$ cat src/rtl/c16_kbd_pkg.sv
// Shared types, scancode constants and C16 matrix positions for the PS/2 keyboard front end.
package c16_kbd_pkg;

    typedef logic [2:0] mcol_t;
    typedef logic [2:0] mrow_t;

    typedef struct packed {
        mcol_t col;
        mrow_t row;
    } key_pos_t;

    typedef struct packed {
        logic  valid;
        mcol_t col;
        mrow_t row;
    } keymap_ent_t;

    typedef enum logic [1:0] {
        RX_IDLE,
        RX_DATA,
        RX_PARITY,
        RX_STOP
    } rx_state_t;

    localparam logic [7:0] SC_RELEASE = 8'hF0;
    localparam logic [7:0] SC_EXT     = 8'hE0;
    localparam logic [7:0] SC_F12     = 8'h07;

    localparam key_pos_t KEY_RETURN = '{col: 3'd0, row: 3'd1};
    localparam key_pos_t KEY_A      = '{col: 3'd1, row: 3'd2};
    localparam key_pos_t KEY_SHIFT  = '{col: 3'd1, row: 3'd7};
    localparam key_pos_t KEY_SPACE  = '{col: 3'd7, row: 3'd4};

    function automatic keymap_ent_t mk_ent(input int c, input int r);
        return '{valid: 1'b1, col: 3'(c), row: 3'(r)};
    endfunction

    function automatic keymap_ent_t pos_ent(input key_pos_t p);
        return '{valid: 1'b1, col: p.col, row: p.row};
    endfunction

endpackage

$ cat src/rtl/c16_ps2_keymap.sv
// Set-2 scancode {ext, code} to C16 matrix position lookup.
// Latency: purely combinational.
// Backpressure: none, evaluated every cycle.
module c16_ps2_keymap
    import c16_kbd_pkg::*;
(
    input  logic        ext,
    input  logic [7:0]  code,
    output keymap_ent_t entry
);

    always_comb begin
        entry = '0;
        case ({ext, code})
            9'h05A: entry = pos_ent(KEY_RETURN);
            9'h01C: entry = pos_ent(KEY_A);
            9'h012: entry = pos_ent(KEY_SHIFT);
            9'h059: entry = pos_ent(KEY_SHIFT);
            9'h029: entry = pos_ent(KEY_SPACE);
            9'h066: entry = mk_ent(0, 0);   9'h005: entry = mk_ent(0, 4);
            9'h006: entry = mk_ent(0, 5);   9'h004: entry = mk_ent(0, 6);
            9'h026: entry = mk_ent(1, 0);   9'h01D: entry = mk_ent(1, 1);
            9'h025: entry = mk_ent(1, 3);   9'h01A: entry = mk_ent(1, 4);
            9'h01B: entry = mk_ent(1, 5);   9'h024: entry = mk_ent(1, 6);
            9'h02E: entry = mk_ent(2, 0);   9'h02D: entry = mk_ent(2, 1);
            9'h023: entry = mk_ent(2, 2);   9'h036: entry = mk_ent(2, 3);
            9'h021: entry = mk_ent(2, 4);   9'h02B: entry = mk_ent(2, 5);
            9'h02C: entry = mk_ent(2, 6);   9'h022: entry = mk_ent(2, 7);
            9'h03D: entry = mk_ent(3, 0);   9'h035: entry = mk_ent(3, 1);
            9'h034: entry = mk_ent(3, 2);   9'h03E: entry = mk_ent(3, 3);
            9'h032: entry = mk_ent(3, 4);   9'h033: entry = mk_ent(3, 5);
            9'h03C: entry = mk_ent(3, 6);   9'h02A: entry = mk_ent(3, 7);
            9'h046: entry = mk_ent(4, 0);   9'h043: entry = mk_ent(4, 1);
            9'h03B: entry = mk_ent(4, 2);   9'h045: entry = mk_ent(4, 3);
            9'h03A: entry = mk_ent(4, 4);   9'h042: entry = mk_ent(4, 5);
            9'h044: entry = mk_ent(4, 6);   9'h031: entry = mk_ent(4, 7);
            9'h172: entry = mk_ent(5, 0);   9'h04D: entry = mk_ent(5, 1);
            9'h04B: entry = mk_ent(5, 2);   9'h175: entry = mk_ent(5, 3);
            9'h049: entry = mk_ent(5, 4);   9'h04C: entry = mk_ent(5, 5);
            9'h04E: entry = mk_ent(5, 6);   9'h041: entry = mk_ent(5, 7);
            9'h16B: entry = mk_ent(6, 0);   9'h174: entry = mk_ent(6, 3);
            9'h076: entry = mk_ent(6, 4);   9'h055: entry = mk_ent(6, 5);
            9'h04A: entry = mk_ent(6, 7);
            9'h016: entry = mk_ent(7, 0);   9'h16C: entry = mk_ent(7, 1);
            9'h014: entry = mk_ent(7, 2);   9'h01E: entry = mk_ent(7, 3);
            9'h011: entry = mk_ent(7, 5);   9'h015: entry = mk_ent(7, 6);
            9'h00D: entry = mk_ent(7, 7);
            default: entry = '0;
        endcase
    end

endmodule

$ cat src/rtl/c16_ps2_keymatrix.sv
// PS/2 receiver, set-2 decoder and C16 key-matrix image with TED row read-back.
// Latency: byte decoded the cycle after the stop sample; row_n registered one cycle after matrix/select.
// Backpressure: none, the PS/2 device cannot be stalled; every accepted byte is consumed immediately.
module c16_ps2_keymatrix
    import c16_kbd_pkg::*;
#(
    parameter int unsigned CLK_HZ     = 28000000,
    parameter int unsigned FILTER_LEN = 8,
    parameter int unsigned TIMEOUT_US = 2000
) (
    input  logic       clk,
    input  logic       reset_n,
    input  logic       ps2_clk,
    input  logic       ps2_dat,
    input  logic [7:0] col_sel_n,
    output logic [7:0] row_n,
    output logic       key_strobe,
    output logic       sysreset_req,
    output logic       frame_err
);

    localparam int unsigned TO_CYC = CLK_HZ / 1000000 * TIMEOUT_US;
    localparam int unsigned TO_W   = $clog2(TO_CYC + 1);
    localparam int unsigned FLT_W  = $clog2(FILTER_LEN + 1);

    logic [1:0]       clk_sync, dat_sync;
    logic             clk_filt, flt_flip, fall;
    logic [FLT_W-1:0] flt_cnt;

    rx_state_t        state_q, state_d;
    logic [2:0]       bit_cnt_q, bit_cnt_d;
    logic [7:0]       shift_q, shift_d, byte_q;
    logic             par_q, par_d, byte_vld_q, byte_vld_d, err_d;
    logic [TO_W-1:0]  to_cnt_q, to_cnt_d;

    logic [7:0][7:0]  matrix_q;
    logic             rel_q, ext_q;
    logic [7:0]       row_hit;
    keymap_ent_t      ent;

    // A level change is only believed after FILTER_LEN identical samples.
    assign flt_flip = (clk_sync[1] != clk_filt) && (flt_cnt == FLT_W'(FILTER_LEN - 1));
    assign fall     = flt_flip && clk_filt;

    always_ff @(posedge clk) begin
        if (!reset_n) begin
            clk_sync <= 2'b11;
            dat_sync <= 2'b11;
            clk_filt <= 1'b1;
            flt_cnt  <= '0;
        end else begin
            clk_sync <= {clk_sync[0], ps2_clk};
            dat_sync <= {dat_sync[0], ps2_dat};
            if (clk_sync[1] == clk_filt) begin
                flt_cnt <= '0;
            end else if (flt_flip) begin
                flt_cnt  <= '0;
                clk_filt <= clk_sync[1];
            end else begin
                flt_cnt <= flt_cnt + 1'b1;
            end
        end
    end

    always_comb begin
        state_d    = state_q;
        bit_cnt_d  = bit_cnt_q;
        shift_d    = shift_q;
        par_d      = par_q;
        byte_vld_d = 1'b0;
        err_d      = 1'b0;
        to_cnt_d   = (state_q == RX_IDLE || fall) ? '0 : to_cnt_q + 1'b1;
        if (state_q != RX_IDLE && to_cnt_q == TO_W'(TO_CYC)) begin
            state_d  = RX_IDLE;
            err_d    = 1'b1;
            to_cnt_d = '0;
        end else if (fall) begin
            case (state_q)
                RX_IDLE: begin
                    // A high data line at a falling edge is not a start bit: ignore silently.
                    if (!dat_sync[1]) begin
                        state_d   = RX_DATA;
                        bit_cnt_d = '0;
                        par_d     = 1'b0;
                    end
                end
                RX_DATA: begin
                    shift_d   = {dat_sync[1], shift_q[7:1]};
                    par_d     = par_q ^ dat_sync[1];
                    bit_cnt_d = bit_cnt_q + 1'b1;
                    if (bit_cnt_q == 3'd7) state_d = RX_PARITY;
                end
                RX_PARITY: begin
                    par_d   = par_q ^ dat_sync[1];
                    state_d = RX_STOP;
                end
                default: begin
                    state_d = RX_IDLE;
                    if (dat_sync[1] && par_q) byte_vld_d = 1'b1;
                    else                      err_d      = 1'b1;
                end
            endcase
        end
    end

    always_ff @(posedge clk) begin
        if (!reset_n) begin
            state_q    <= RX_IDLE;
            bit_cnt_q  <= '0;
            shift_q    <= '0;
            par_q      <= 1'b0;
            to_cnt_q   <= '0;
            byte_vld_q <= 1'b0;
            byte_q     <= '0;
            frame_err  <= 1'b0;
        end else begin
            state_q    <= state_d;
            bit_cnt_q  <= bit_cnt_d;
            shift_q    <= shift_d;
            par_q      <= par_d;
            to_cnt_q   <= to_cnt_d;
            byte_vld_q <= byte_vld_d;
            frame_err  <= err_d;
            if (byte_vld_d) byte_q <= shift_q;
        end
    end

    c16_ps2_keymap u_keymap (
        .ext   (ext_q),
        .code  (byte_q),
        .entry (ent)
    );

    always_comb begin
        row_hit = '0;
        for (int j = 0; j < 8; j++) begin
            if (!col_sel_n[j]) row_hit = row_hit | matrix_q[j];
        end
    end

    always_ff @(posedge clk) begin
        if (!reset_n) begin
            matrix_q     <= '0;
            rel_q        <= 1'b0;
            ext_q        <= 1'b0;
            key_strobe   <= 1'b0;
            sysreset_req <= 1'b0;
            row_n        <= 8'hFF;
        end else begin
            key_strobe <= 1'b0;
            row_n      <= ~row_hit;
            if (frame_err) begin
                rel_q <= 1'b0;
                ext_q <= 1'b0;
            end else if (byte_vld_q) begin
                if (byte_q == SC_RELEASE) begin
                    rel_q <= 1'b1;
                end else if (byte_q == SC_EXT) begin
                    ext_q <= 1'b1;
                end else begin
                    rel_q <= 1'b0;
                    ext_q <= 1'b0;
                    // Strobe even when the bit does not change so typematic repeats are visible.
                    if (ent.valid) begin
                        matrix_q[ent.col][ent.row] <= ~rel_q;
                        key_strobe                 <= 1'b1;
                    end
                    if (!ext_q && byte_q == SC_F12) sysreset_req <= ~rel_q;
                end
            end
        end
    end

endmodule

$ cat config.mk
export PLATFORM = sky130hd
export DESIGN_NAME = c16_ps2_keymatrix
export DESIGN_NICKNAME = d
export VERILOG_FILES = /design/src/rtl/c16_kbd_pkg.sv /design/src/rtl/c16_ps2_keymap.sv /design/src/rtl/c16_ps2_keymatrix.sv
export SDC_FILE = /design/constraint.sdc
export NUM_CORES = 1
export LEC_CHECK = 0
export BUFFER_PORTS_ARGS = -buffer_cell sky130_fd_sc_hd__buf_2
export CORE_MARGIN = 5
export CORE_UTILIZATION = 44
export DETAILED_ROUTE_END_ITERATION = 7
export GPL_TIMING_DRIVEN = 0
export SLEW_MARGIN = 40
export SYNTH_ARGS = -nofsm -noshare
export SYNTH_HDL_FRONTEND = slang
export SYNTH_SLANG_ARGS = --single-unit
$ cat constraint.sdc
create_clock -name clk -period 5.7 [get_ports clk]
set_input_delay 0.855 -clock clk [delete_from_list [all_inputs] [get_ports clk]]
set_output_delay 0.855 -clock clk [all_outputs]
set_load 0.01 [all_outputs]
==> impl_results.md <==
- Via/cell ratio: between 6 and 7
- Family with the most delay on the worst path: compound AO/OA/AOI/OAI gates
- Switching Share: 23.1%
- Worst EP required: ~6 ns
- DP Worst Slack: about 2.4 ns
- Gr usage total: roughly a quarter
- Fin crit period: 3.39 ns
- First-pass GRT wire length: between 30000 and 40000 µm
- Fillers: 1515
- Worst rel slew slack: 40.3%
- Post-route setup slack: 2.31 ns
- Max Slew Vio Count: 0
- Startpoint types: flip-flop
- Number of iterations in the first detailed-routing pass: 5
- Final setup violation count: 0
- Final wirelength: 23300 µm
- Largest net degree at the start of global routing: 17
- Peak supply drop: 241 µV
- Iteration-0 DRC Markers: 786
- Clock Power Share: 54.4%
- Max Freq: roughly 0.29 GHz
- Die H: roughly 140 µm
- Crit-path cells: buf_6 -> clkbuf_1 -> nor3_1 -> nand4_1 -> a21oi_1 -> a2111oi_2 -> o211ai_2 -> buf_2 -> o311ai_0 -> o41ai_1
- Post-route setup TNS: 0 ns
- Chip Width: between 100 and 150 µm
- Final Hold Viols: 0
- Worst setup EP type: flip-flop
- Inserted Diodes: 0
- Synthesized Nets: 871
- P_int: 1.55 mW
- Status: finished, final reports clean
- Clock transition at the registers of the reported paths: about 0.06 ns
- DIE AREA: 19000 µm²
- R2R Setup Slk: between 2 and 2.5 ns
- TritonCTS clock tree: built
- Vias in the first global route: 6765
- Post-route ant nets: 0
- H-tree depth: 4
- Arrival @ worst endpoint: 3.68 ns
- Crit-path slowest cell: a2111oi_2
- Dpl cell area: 7540 µm²
- Post-cts resize count: 0
- Sequential share of power: 43.5%
- Predominant post-synthesis flop cell: dfxtp_1
- Logic pwr share: 2.1%
- Vias after detailed routing: 6957
- DP Cell Count: 1077
- Buf/Inv on CP: 3
- GRT overflow: 0
- Final net count: 903
- Count of input and output buffers: 13
- Clk Latency, worst-skew pair: between 0.4 and 0.5 ns
- Clock sink count: 125
- Finished Layout Cells: around 1.1k
- Layout area overhead: 13.1%
- Pwr Density: 247 nW/µm²
- Synth warnings: 0
- Syn avg cell area: between 8 and 9 µm²
- FP Rows: 46
- Antenna violations before repair: 0
- Num CTS Buffers: 17
- Postcts setup bufs: 0
- CTS root buf: clkbuf_16
- Ports: 23
- Final HPWL DP: 16800 µm
- Worst-Margin Slew: 0.891 ns
- P_sw: 0.466 mW
- Layout cell share with drive strength beyond 1: 14.9%
- Cell Area, Synth: 7200 µm²
- Max Cap Viol: 0
- Synth cell types: 81
- Period Utilization, post-route: between 50% and 60%
- CTS Buffer Depth: 2
- Tot Pwr: 2.01 mW
- Core Box Area: 15900 µm²
- Synthesized instance count: roughly 850
- Wirelength per Cell: approximately 21 µm
- Number of synthesized flops with an enable pin: 0
- CP max stage delay: ~0.62 ns
- Worst Skew: 0.0116 ns
- Share of flip-flops with an asynchronous set or reset: 0%
- Initial core utilization: 45.2%
- Synthesized flop and latch total: 125
- Quantity of hold-fixing buffers added after cts: 0
- Sequential fraction of the synthesis area: 34.8%
- Leak pwr: around 2.6 nW
- Worst Hold Class: reg2reg
- CP Max Fanout: 10
- Residual DRC: 0
- RSZ-0062 raised after global routing: no
- Final RePlAce weighted congestion: 0.960
- Finished Cell Area: 8150 µm²
- WS Path Type: reg2reg
-- cell usage in the layout (no fill, tap or decap), drive strengths merged, types with 30 or more instances in the layout --
master and count:
dfxtp 125, inv 85, nor2 65, nand2 64
clkbuf 60, buf 52, o41ai 38, o22ai 34
nor4 34, mux2i 30
-- cell type report --
class                   instances  area, µm²  area share [%]
flip-flops and latches        125       2500            30.7
well taps                     216        270            3.32
multi-input cells             562       3950            48.5
repair buffers                 13       65.1           0.799
inverters                      80        300            3.69
plain buffers                  81        462            5.67
clock inverters                14        158            1.94
clock buffers                  18        439            5.39
-- sequential cells by signal, indices dropped and copies added (netlist names), 2 cells and up --
name / flops
matrix_q: 64
to_cnt_q: 16
byte_q: 8
row_n: 8
shift_q: 8
flt_cnt: 4
bit_cnt_q: 3
clk_sync: 2
dat_sync: 2
state_q: 2
-- cells in the mapped netlist, types with 12 or more instances --
master / instances / share of area (%)
o311ai_0: 21 / 2.6
nand2_1: 64 / 3.3
nor2_1: 65 / 3.4
o22ai_1: 34 / 3.0
xor2_1: 12 / 1.5
inv_1: 79 / 4.1
dfxtp_1: 125 / 35
buf_2: 15 / 1.0
o41ai_1: 35 / 4.3
nand3_1: 17 / 1.2
buf_6: 12 / 1.9
clkbuf_1: 36 / 1.9
a21oi_1: 24 / 1.7
nand2b_1: 13 / 1.1
mux2i_1: 30 / 4.2
nor4_1: 23 / 2.0
nand4_1: 16 / 1.4
-- layer usage --
layer / up-vias / wire (µm) / GRT usage [%]
met5: - / 0 / 0
met4: 0 / 806 / 10.3
met3: 71 / 1730 / 6.17
met2: 293 / 10500 / 38.4
met1: 3392 / 10300 / 33.5
li1: 3201 / - / -
-- cells by family (layout without fill, tap and decap cells) --
group,after synthesis,after routing,share of synthesized area [%]
AND/OR/NAND/NOR,303,303,23.9
XOR/XNOR,20,20,2.43
multiplexers,30,30,4.17
adder cells (fa/ha/maj),11,11,1.91
buffers and inverters,161,206,10.6
AO/OA/AOI/OAI,198,198,22.2
flip-flops,125,125,34.8
-- worst paths after layout --
kind / cells after the start / end / from
max reg2reg: 10 / matrix_q[61] / byte_q[7]
min: 1 / dat_sync[1] / dat_sync[0]
max: 10 / matrix_q[61] / byte_q[7]
min reg2reg: 1 / dat_sync[1] / dat_sync[0]
-- power by group through the flow --
stage	Clock (mW)	Sequential (mW)	Combinational, mW
6_report	1.09	0.876	0.0420
5_1_grt	1.15	0.876	0.0441
4_1_cts	1.11	0.876	0.0408
3_5_place_dp	0	0.895	0.0406
3_3_place_gp	0	0.895	0.0400
2_1_floorplan	0	0.895	0.0235
-- metrics by stage --
step / utilization (%) / hold slack, ns
after floorplan: - / 0.386
after global placement: 47.3 / 0.393
after detailed placement: 47.3 / 0.395
after CTS: 51.0 / 0.407
after global routing: 51.1 / 0.428
final: 51.1 / 0.404
Note: power is estimated with default switching activity, not from simulation.
